--- src/rtl/pipe_shifter_pkg.sv ---
// Shared types for the pipelined barrel shifter: shift-mode enum and per-rank payload.
// The optional carry output is enabled by defining PIPE_SHIFTER_CARRY_EN.
package shifter_pkg;

    localparam int SH_MAX_B = 7;

    typedef enum logic [1:0] {
        SH_LSL = 2'b00,
        SH_LSR = 2'b01,
        SH_ASR = 2'b10,
        SH_ROR = 2'b11
    } sh_mode_e;

    // Control fields that ride alongside the data through every rank
    typedef struct packed {
        sh_mode_e              mode;
        logic [SH_MAX_B-1:0]   sh;
    } sh_payload_t;

    function automatic int ceil_div(input int a, input int b);
        return (a + b - 1) / b;
    endfunction

endpackage

--- src/rtl/pipe_shifter_if.sv ---
// Valid/ready bus of the pipelined shifter; carry exists only under PIPE_SHIFTER_CARRY_EN.
interface pipe_shifter_if #(
    parameter int N = 32,
    parameter int B = $clog2(N)
);
    logic         in_valid;
    logic         in_ready;
    logic [N-1:0] num;
    logic [B-1:0] shift_num;
    logic [1:0]   mode;
    logic         out_valid;
    logic         out_ready;
    logic [N-1:0] out;
    logic         zero;
`ifdef PIPE_SHIFTER_CARRY_EN
    logic         carry;

    modport master (output in_valid, num, shift_num, mode, out_ready,
                    input  in_ready, out_valid, out, zero, carry);
    modport slave  (input  in_valid, num, shift_num, mode, out_ready,
                    output in_ready, out_valid, out, zero, carry);
`else
    modport master (output in_valid, num, shift_num, mode, out_ready,
                    input  in_ready, out_valid, out, zero);
    modport slave  (input  in_valid, num, shift_num, mode, out_ready,
                    output in_ready, out_valid, out, zero);
`endif
endinterface

--- src/rtl/pipe_shifter_shift_level.sv ---
// One barrel-shifter mux level: shifts/rotates by 2^K when enabled, for all four modes.
// Carry tracking (last bit shifted out) is present only under PIPE_SHIFTER_CARRY_EN.
module shift_level
    import shifter_pkg::*;
#(
    parameter int N = 32,
    parameter int K = 0
) (
    input  logic [N-1:0] i_data,
    input  sh_mode_e     i_mode,
    input  logic         i_en,
`ifdef PIPE_SHIFTER_CARRY_EN
    input  logic         i_carry,
    output logic         o_carry,
`endif
    output logic [N-1:0] o_data
);
    localparam int S = 1 << K;

    logic signed [N-1:0] w_sdata;
    assign w_sdata = i_data;

    always_comb begin
        o_data = i_data;
        if (i_en) begin
            case (i_mode)
                SH_LSL:  o_data = i_data << S;
                SH_LSR:  o_data = i_data >> S;
                SH_ASR:  o_data = w_sdata >>> S;
                SH_ROR:  o_data = {i_data[S-1:0], i_data[N-1:S]};
                default: o_data = i_data;
            endcase
        end
    end

`ifdef PIPE_SHIFTER_CARRY_EN
    // A later level that does not shift leaves the carry of the last shifting level in place
    always_comb begin
        o_carry = i_carry;
        if (i_en) begin
            case (i_mode)
                SH_LSL:  o_carry = i_data[N-S];
                default: o_carry = i_data[S-1];
            endcase
        end
    end
`endif

endmodule

--- src/rtl/pipe_shifter.sv ---
// Pipelined barrel shifter (LSL/LSR/ASR/ROR) with per-rank valid bits and bubble collapse.
// Define PIPE_SHIFTER_CARRY_EN to add the carry output and its per-rank storage.
module pipe_shifter
    import shifter_pkg::*;
#(
    parameter int N      = 32,
    parameter int B      = $clog2(N),
    parameter int STAGES = 2
) (
    input  logic         clk,
    input  logic         rst_n,
    pipe_shifter_if.slave bus
);
    localparam int G = ceil_div(B, STAGES);

    logic [STAGES-1:0] r_vld;
    logic [N-1:0]      r_data [STAGES];
    sh_payload_t       r_ctl  [STAGES];

    logic [STAGES-1:0] w_ld;
    logic [STAGES-1:0] w_src_vld;
    logic [N-1:0]      w_src_data [STAGES];
    sh_payload_t       w_src_ctl  [STAGES];
    logic [N-1:0]      w_grp_data [STAGES];
    logic [N-1:0]      w_lvl_data [B];
    logic [N-1:0]      w_out;
`ifdef PIPE_SHIFTER_CARRY_EN
    logic [STAGES-1:0] r_carry;
    logic [STAGES-1:0] w_src_carry;
    logic [STAGES-1:0] w_grp_carry;
    logic [B-1:0]      w_lvl_carry;
`endif

    genvar r, i;
    for (r = 0; r < STAGES; r++) begin : g_rank
        localparam int LAST = (((r + 1) * G < B) ? (r + 1) * G : B) - 1;

        // A rank advances unless it and every rank downstream are full and the sink is stalled
        assign w_ld[r] = bus.out_ready || !(&r_vld[STAGES-1:r]);

        if (r == 0) begin : g_head
            assign w_src_vld[0]  = bus.in_valid;
            assign w_src_data[0] = bus.num;
            assign w_src_ctl[0]  = '{mode: sh_mode_e'(bus.mode), sh: SH_MAX_B'(bus.shift_num)};
`ifdef PIPE_SHIFTER_CARRY_EN
            assign w_src_carry[0] = 1'b0;
`endif
        end else begin : g_body
            assign w_src_vld[r]  = r_vld[r-1];
            assign w_src_data[r] = r_data[r-1];
            assign w_src_ctl[r]  = r_ctl[r-1];
`ifdef PIPE_SHIFTER_CARRY_EN
            assign w_src_carry[r] = r_carry[r-1];
`endif
        end

        if (r * G >= B) begin : g_pass
            assign w_grp_data[r] = w_src_data[r];
`ifdef PIPE_SHIFTER_CARRY_EN
            assign w_grp_carry[r] = w_src_carry[r];
`endif
        end else begin : g_tail
            assign w_grp_data[r] = w_lvl_data[LAST];
`ifdef PIPE_SHIFTER_CARRY_EN
            assign w_grp_carry[r] = w_lvl_carry[LAST];
`endif
        end
    end

    for (i = 0; i < B; i++) begin : g_lvl
        localparam int R = i / G;
        localparam int K = B - 1 - i;
        logic [N-1:0] w_in;
`ifdef PIPE_SHIFTER_CARRY_EN
        logic         w_cin;
`endif
        if (i % G == 0) begin : g_first
            assign w_in = w_src_data[R];
`ifdef PIPE_SHIFTER_CARRY_EN
            assign w_cin = w_src_carry[R];
`endif
        end else begin : g_chain
            assign w_in = w_lvl_data[i-1];
`ifdef PIPE_SHIFTER_CARRY_EN
            assign w_cin = w_lvl_carry[i-1];
`endif
        end

        shift_level #(.N(N), .K(K)) u_lvl (
            .i_data  (w_in),
            .i_mode  (w_src_ctl[R].mode),
            .i_en    (w_src_ctl[R].sh[K]),
`ifdef PIPE_SHIFTER_CARRY_EN
            .i_carry (w_cin),
            .o_carry (w_lvl_carry[i]),
`endif
            .o_data  (w_lvl_data[i])
        );
    end

    always_ff @(posedge clk or negedge rst_n) begin
        if (!rst_n) begin
            r_vld <= '0;
        end else begin
            for (int k = 0; k < STAGES; k++) begin
                if (w_ld[k]) r_vld[k] <= w_src_vld[k];
            end
        end
    end

    // Payload needs no reset: outputs are masked by the valid bit
    always_ff @(posedge clk) begin
        for (int k = 0; k < STAGES; k++) begin
            if (w_ld[k]) begin
                r_data[k]  <= w_grp_data[k];
                r_ctl[k]   <= w_src_ctl[k];
`ifdef PIPE_SHIFTER_CARRY_EN
                r_carry[k] <= w_grp_carry[k];
`endif
            end
        end
    end

    assign w_out         = r_vld[STAGES-1] ? r_data[STAGES-1] : '0;
    assign bus.out       = w_out;
    assign bus.zero      = (w_out == '0);
    assign bus.out_valid = r_vld[STAGES-1];
    assign bus.in_ready  = w_ld[0];
`ifdef PIPE_SHIFTER_CARRY_EN
    assign bus.carry     = r_vld[STAGES-1] & r_carry[STAGES-1];
`endif

endmodule

--- src/flat_wrapper.sv ---
// flat-port wrapper written by rule: the top's interface ports become plain ports
module pipe_shifter_flat import shifter_pkg::*;
#(
    parameter int N      = 32,
    parameter int B      = $clog2(N),
    parameter int STAGES = 2
)
  (clk, rst_n, bus_in_valid, bus_num, bus_shift_num, bus_mode, bus_out_ready, bus_in_ready, bus_out_valid, bus_out, bus_zero);
  pipe_shifter_if #(.N(N), .B(B)) bus_i ();
  input  logic clk;
  input  logic rst_n;
  input wire logic [$bits(bus_i.in_valid)-1:0] bus_in_valid;
  input wire logic [$bits(bus_i.num)-1:0] bus_num;
  input wire logic [$bits(bus_i.shift_num)-1:0] bus_shift_num;
  input wire logic [$bits(bus_i.mode)-1:0] bus_mode;
  input wire logic [$bits(bus_i.out_ready)-1:0] bus_out_ready;
  output wire logic [$bits(bus_i.in_ready)-1:0] bus_in_ready;
  output wire logic [$bits(bus_i.out_valid)-1:0] bus_out_valid;
  output wire logic [$bits(bus_i.out)-1:0] bus_out;
  output wire logic [$bits(bus_i.zero)-1:0] bus_zero;
  assign bus_i.in_valid = bus_in_valid;
  assign bus_i.num = bus_num;
  assign bus_i.shift_num = bus_shift_num;
  assign bus_i.mode = bus_mode;
  assign bus_i.out_ready = bus_out_ready;
  assign bus_in_ready = bus_i.in_ready;
  assign bus_out_valid = bus_i.out_valid;
  assign bus_out = bus_i.out;
  assign bus_zero = bus_i.zero;
  pipe_shifter #(.N(N), .B(B), .STAGES(STAGES)) u_core (.clk(clk), .rst_n(rst_n), .bus(bus_i));
endmodule
--- config.mk ---
export PLATFORM = sky130hd
export DESIGN_NAME = pipe_shifter_flat
export DESIGN_NICKNAME = d
export VERILOG_FILES = /design/src/rtl/pipe_shifter_pkg.sv /design/src/rtl/pipe_shifter_if.sv /design/src/rtl/pipe_shifter_shift_level.sv /design/src/rtl/pipe_shifter.sv /design/src/flat_wrapper.sv
export SDC_FILE = /design/constraint.sdc
export NUM_CORES = 1
export LEC_CHECK = 0
export ABC_AREA = 1
export CAP_MARGIN = 30
export CORE_MARGIN = 4
export CORE_UTILIZATION = 56
export DETAILED_ROUTE_END_ITERATION = 10
export DONT_BUFFER_PORTS = 1
export HOLD_SLACK_MARGIN = 0.1
export PLACE_DENSITY_LB_ADDON = 0.25
export SYNTH_ARGS = -nofsm -noshare
export SYNTH_HDL_FRONTEND = slang
export SYNTH_SLANG_ARGS = --single-unit
--- constraint.sdc ---
create_clock -name clk -period 3.3 [get_ports clk]
set_clock_uncertainty 0.05 [all_clocks]
set_input_delay 0.495 -clock clk [delete_from_list [all_inputs] [get_ports clk]]
set_output_delay 0.495 -clock clk [all_outputs]
set_load 0.03 [all_outputs]
Yosys cells after proc, flatten, opt, wreduce, memory -nomap -nowiden
Memory sizes are Yosys's and may differ from the RTL's.
Cells that the tools add are included.
{ "word_totals": {"ff_bits": 2, "wordCells": 33, "ramBits": 82, "inputBits": 43, "output_inout_bits": 35, "mem_count": 2} }
{ "classes": {"reduce_logical": 8, "n_mux": 15, "n_eq_ne": 6} }
{ "memory_table": {"columns": ["name", "depth", "word_bits", "rd", "rd_clocked_by_memory_dff", "write_ports", "line_no", "source"], "rows": [
  ["u_core.r_data", 2, 32, 2, 0, 2, "pipe_shifter.sv:17", "logic [N-1:0] r_data [STAGES];"],
  ["u_core.r_ctl", 2, 9, 1, 0, 2, "pipe_shifter.sv:18", "sh_payload_t r_ctl [STAGES];"]
]} }
{ "ops": {"columns": ["operator", "n"], "rows": [
  ["$pmux 32 s4", 5],
  ["$mux 32", 6],
  ["$logic_not 32->1", 1],
  ["$eq 2x2->1 const B", 4],
  ["$eq 2x1->1 const B", 2],
  ["$logic_not 2->1", 2],
  ["$mux 1", 4],
  ["$logic_not 1->1", 2],
  ["$logic_or 1x1->1", 2],
  ["$reduce_and 2->1", 1]
]} }

Logic depth before layout (Yosys ltp)
{ "logic_depth": {"ltp_word": 7, "depth_mapped": 12} }

Cells and area by module
A second synthesis with hierarchy kept.
{ "hier_totals": {"cells_unflattened": 1051, "area_unflattened_um2": 6520.0} }
{ "by_module_without_submodules": {"columns": ["module", "n_inst", "cells_per_inst", "area_each_um2"], "rows": [
  ["pipe_shifter", 1, 173, 2557.5],
  ["shift_level (u_core.g_lvl[2].u_lvl)", 1, 178, 825.8],
  ["shift_level (u_core.g_lvl[4].u_lvl)", 1, 179, 818.3],
  ["shift_level (u_core.g_lvl[3].u_lvl)", 1, 180, 794.5],
  ["shift_level (u_core.g_lvl[1].u_lvl)", 1, 178, 769.5],
  ["shift_level (u_core.g_lvl[0].u_lvl)", 1, 163, 754.5]
]} }

Least setup slack after synthesis
OpenSTA, ideal clock, no wires.
{ "synth_timing": {"path_kind": "register -> register", "start": "register u_core.r_vld[1]", "end": "memory u_core.r_ctl[0][0] (netlist bit) (enable)", "setup_time_ps": 690, "arrival_ps": 2131, "path_slack_ps": 429, "stages_incl_launch_ff": 4, "path_buffers": 2, "required_time_ps": 2560, "path_cell_list": "dfrtp_1 -> clkbuf_1 -> clkbuf_1 -> nand3_1"} }
{ "synth_lines": {"columns": ["item", "line_no", "source"], "rows": [
  ["start, declared", "pipe_shifter.sv:16", "logic [STAGES-1:0] r_vld;"],
  ["start signal, assigned by index", "pipe_shifter.sv:106", "if (w_ld[k]) r_vld[k] <= w_src_vld[k];"],
  ["end, declared", "pipe_shifter.sv:18", null]
]} }

Worst setup path after layout
{ "layout_timing": {"start": "register u_core.r_vld[1]", "end": "output bus_zero"} }
{ "layout_between": {"elab_chain_cells": 2} }
{ "layout_lines": {"columns": ["item", "line_no", "source"], "rows": [
  ["$mux 32", "pipe_shifter.sv:124", "assign w_out = r_vld[STAGES-1] ? r_data[STAGES-1] : '0;"],
  ["named net bus_out[30]", "flat_wrapper.sv:19", "output wire logic [$bits(bus_i.out)-1:0] bus_out;"],
  ["$logic_not 32->1", "pipe_shifter.sv:126", "assign bus.zero = (w_out == '0);"],
  ["end, declared", "flat_wrapper.sv:20", "output wire logic [$bits(bus_i.zero)-1:0] bus_zero;"]
]} }
The timed path passes the listed nets, and every way through them passes these cells.

==> key figures <==
Final layout
  – Layout cells sized above 1: 10.0%
  – Area Overhead vs Synth: 3.92%
  – Leading cell type in the layout, fill and taps excluded: nand2_1
  – Most frequent cells in the layout: nand2_1 (281), nand3_1 (105), edfxtp_1 (68)
  – Post-layout util: 59.8%
  – Antenna Cells: 0
  – Cell area after layout: 0.00587 mm^2
  – Nets@finish: 846
  – FILL cells: 918

Synthesis
  – Largest family of logic cells by synthesized area: simple AND/OR/NAND/NOR gates
  – Area share of fa/ha/maj cells after synthesis: 0%
  – Synth cell types: 32
  – Simple-gate share of the synthesized area: 37.1%
  – Mean Syn Cell Area: 6.83 um^2
  – Mapped Cells: 827
  – Post-synthesis mux area share: 0%
  – Syn_nets: 870
  – Post-synthesis compound-gate area fraction: 16.1%
  – Seq cells post-synth: 70
  – Syn Std Cell Area: 0.00565 mm^2
  – Sequential share of the synthesized area: 37.0%
  – Synth Area in XOR/XNOR: 0%
  – Yosys warns: 0

Power
  – Clock power frac: 25.4%
  – Pwr Total: 2.83 mW
  – VDD IR-drop max: 0.275 mV
  – Pwr Density: 482 mW/mm^2
  – Pleak: 2.63 nW
  – Sw frac: 35.9%
  – P_sw: 1.01 mW
  – Internal power consumption: 1.81 mW
  – Logic pwr share: 30.6%
  – Reg power frac: 44.0%

GRT
  – Pin count of the biggest net entering global routing: 46
  – Total congestion overflow: 0
  – Initial antenna violation count: 0
  – First-pass GRT wire length: 24.9 mm
  – Vias in the first global route: 5061
  – Total GRT Usage: 27.5%

Clock network
  – H-Tree Depth: 3
  – CTS sink count: 70
  – Clock transition at the registers of the reported paths: 70 ps
  – # resized after CTS: 0
  – Clock buffer depth: 2
  – CTS root buf: clkbuf_8
  – Clock Latency Late Sink: 350 ps
  – Total CTS buffers: 9
  – CTS tree: built

Critical path
  – CP Class: reg2out
  – Reg-to-Reg Start: u_core.r_vld[1]
  – R2R depth: 3
  – Critical path peak fanout: 34
  – Critical path endpoint category: primary output
  – Req. time, crit path: 2750 ps
  – R2R Setup Slk: 1090 ps
  – CP Launch Type: flop
  – Critical Path AT: 2350 ps
  – FF-to-FF End: u_core.r_data[0][23]

Routing
  – Vias: 5588
  – Vias per Instance: 5.94
  – Router iterations before antenna repair: 5
  – DR WL/cell: 16.7 um
  – Total wire length: 15.7 mm
  – Antenna-violating nets left: 0
  – DRC: 0
  – Initial DRC Count: 385

Timing
  – Final setup fails: 0
  – Fin. Hold Viols: 0
  – Achievable Freq: 346 MHz
  – Setup_tns: 0 ps
  – Max-slew violation count: 0
  – Slew @ Worst Pin: 862 ps
  – Final Cycle Share: 87.6%
  – Final min period: 2890 ps
  – Slew HR: 42.5%
  – Final worst slack: 408 ps
  – RSZ-0062 raised after global routing: false

Floorplan
  – Die area: 0.0118 mm^2
  – Die Ht: 108 um
  – Boundary Pins: 78
  – Die width: 108 um
  – Row count: 36
  – CORE AREA: 0.00982 mm^2
  – Starting Density: 57.5%

Place
  – GPL Wtd Cong: 0.977
  – Pre-CTS setup slack: 739 ps
  – HPWL after DPL: 12.2 mm
  – Cell Area, Placed: 0.00565 mm^2
  – I/O Buffers: 0

Min path
  – Worst Hold Depth: 0
  – Path type of the worst min-delay path: in2reg
  – Endpoint, Worst Hold: u_core.r_ctl[0][0]
  – Hold Path Origin: bus_shift_num[0]

Job
  – Max-cap viol count: 0

Outcome
  – Outcome: completed
==> registers in the layout, indices dropped and copies added (netlist names) <==
signal,cells
u_core.r_data,64
u_core.r_ctl,4
u_core.r_vld,2
==> synth_stat cells <==
cell / n / area, um^2
inv_4: 1 / 6.26
buf_1: 3 / 11.3
or2_2: 14 / 87.6
nand4_1: 5 / 31.3
buf_12: 1 / 20.0
dfrtp_1: 2 / 50.1
o211ai_1: 25 / 188
buf_2: 21 / 105
nand2_4: 3 / 33.8
edfxtp_1: 68 / 2040
o22ai_1: 4 / 25.0
inv_1: 65 / 244
nor4_1: 10 / 62.6
nand2_2: 6 / 37.5
o21ai_4: 1 / 16.3
nand2_1: 281 / 1050
clkbuf_1: 15 / 56.3
buf_6: 3 / 33.8
inv_2: 7 / 26.3
a22o_1: 4 / 35.0
a21oi_1: 20 / 100
nor2_4: 3 / 33.8
buf_4: 6 / 45.0
nand3_2: 1 / 10.0
nor2_2: 3 / 18.8
nor2_1: 51 / 191
o21ai_0: 53 / 265
a31oi_1: 10 / 62.6
o21ai_2: 13 / 114
nor3_1: 1 / 5.00
nand3_1: 106 / 531
o21ai_1: 21 / 105
==> critical path: stages (launching register included) <==
cell and delay, ps:
dfrtp_1 700, nand2_1 180, inv_1 160, nor4_1 380, nand4_1 130, nor2_1 450
==> power by group through the flow <==
stage / sequential [mW] / combinational [mW] / clock (mW)
2_1_floorplan: 1.22 / 0.725 / 0
3_3_place_gp: 1.26 / 0.837 / 0
3_5_place_dp: 1.26 / 0.856 / 0
4_1_cts: 1.24 / 0.860 / 0.736
5_1_grt: 1.26 / 0.962 / 0.763
6_report: 1.24 / 0.865 / 0.719
==> timing repair <==
action / in CTS / in global routing
setup buffers: 0 / 0
endpoints found under the hold margin: 2 / 0
hold buffers: 1 / 0
==> how the worst max path moves through the flow <==
stage / start / to / slack [ps] / cells after the start
2_1_floorplan: u_core.r_vld[1] / u_core.r_ctl[0][0] / 430 / 3
3_3_place_gp: u_core.r_vld[1] / bus_zero / 760 / 5
3_5_place_dp: u_core.r_vld[1] / bus_zero / 740 / 5
4_1_cts: u_core.r_vld[1] / bus_zero / 360 / 5
5_1_grt: u_core.r_vld[1] / bus_zero / 120 / 5
6_report: u_core.r_vld[1] / bus_zero / 410 / 5
==> kinds of logic after synthesis <==
kind of cell	count (synthesis)
and+or+nand+nor	484
AOI/OAI and AO/OA	151
buffers and inverters	122
DFF	70
==> layer usage <==
layer / share of wire (%) / wire [um] / GRT usage [%] / up-vias
li1: - / - / - / 2725
met1: 40 / 6220 / 31.5 / 2544
met2: 48 / 7510 / 47.7 / 266
met3: 6.9 / 1080 / 4.84 / 53
met4: 5.7 / 893 / 16.9 / 0
met5: 0 / 0 / 0 / -
==> area by class of cell <==
| cell class | count | area (um^2) | area share (%) |
|---|---|---|---|
| clock buffers | 10 | 128 | 2.17 |
| clock inverters | 6 | 86.3 | 1.47 |
| inverters | 73 | 277 | 4.71 |
| multi-input cells | 635 | 3010 | 51.3 |
| flip-flops and latches | 70 | 2090 | 35.6 |
| well taps | 133 | 166 | 2.84 |
| repair buffers | 14 | 108 | 1.83 |
==> through the flow <==
step,hold WS (ps),std cells
4_1_cts,169,941
6_report,182,941
2_1_floorplan,149,827
3_5_place_dp,149,924
5_1_grt,161,941
3_3_place_gp,149,924
Power figures use the tool's default switching activity.
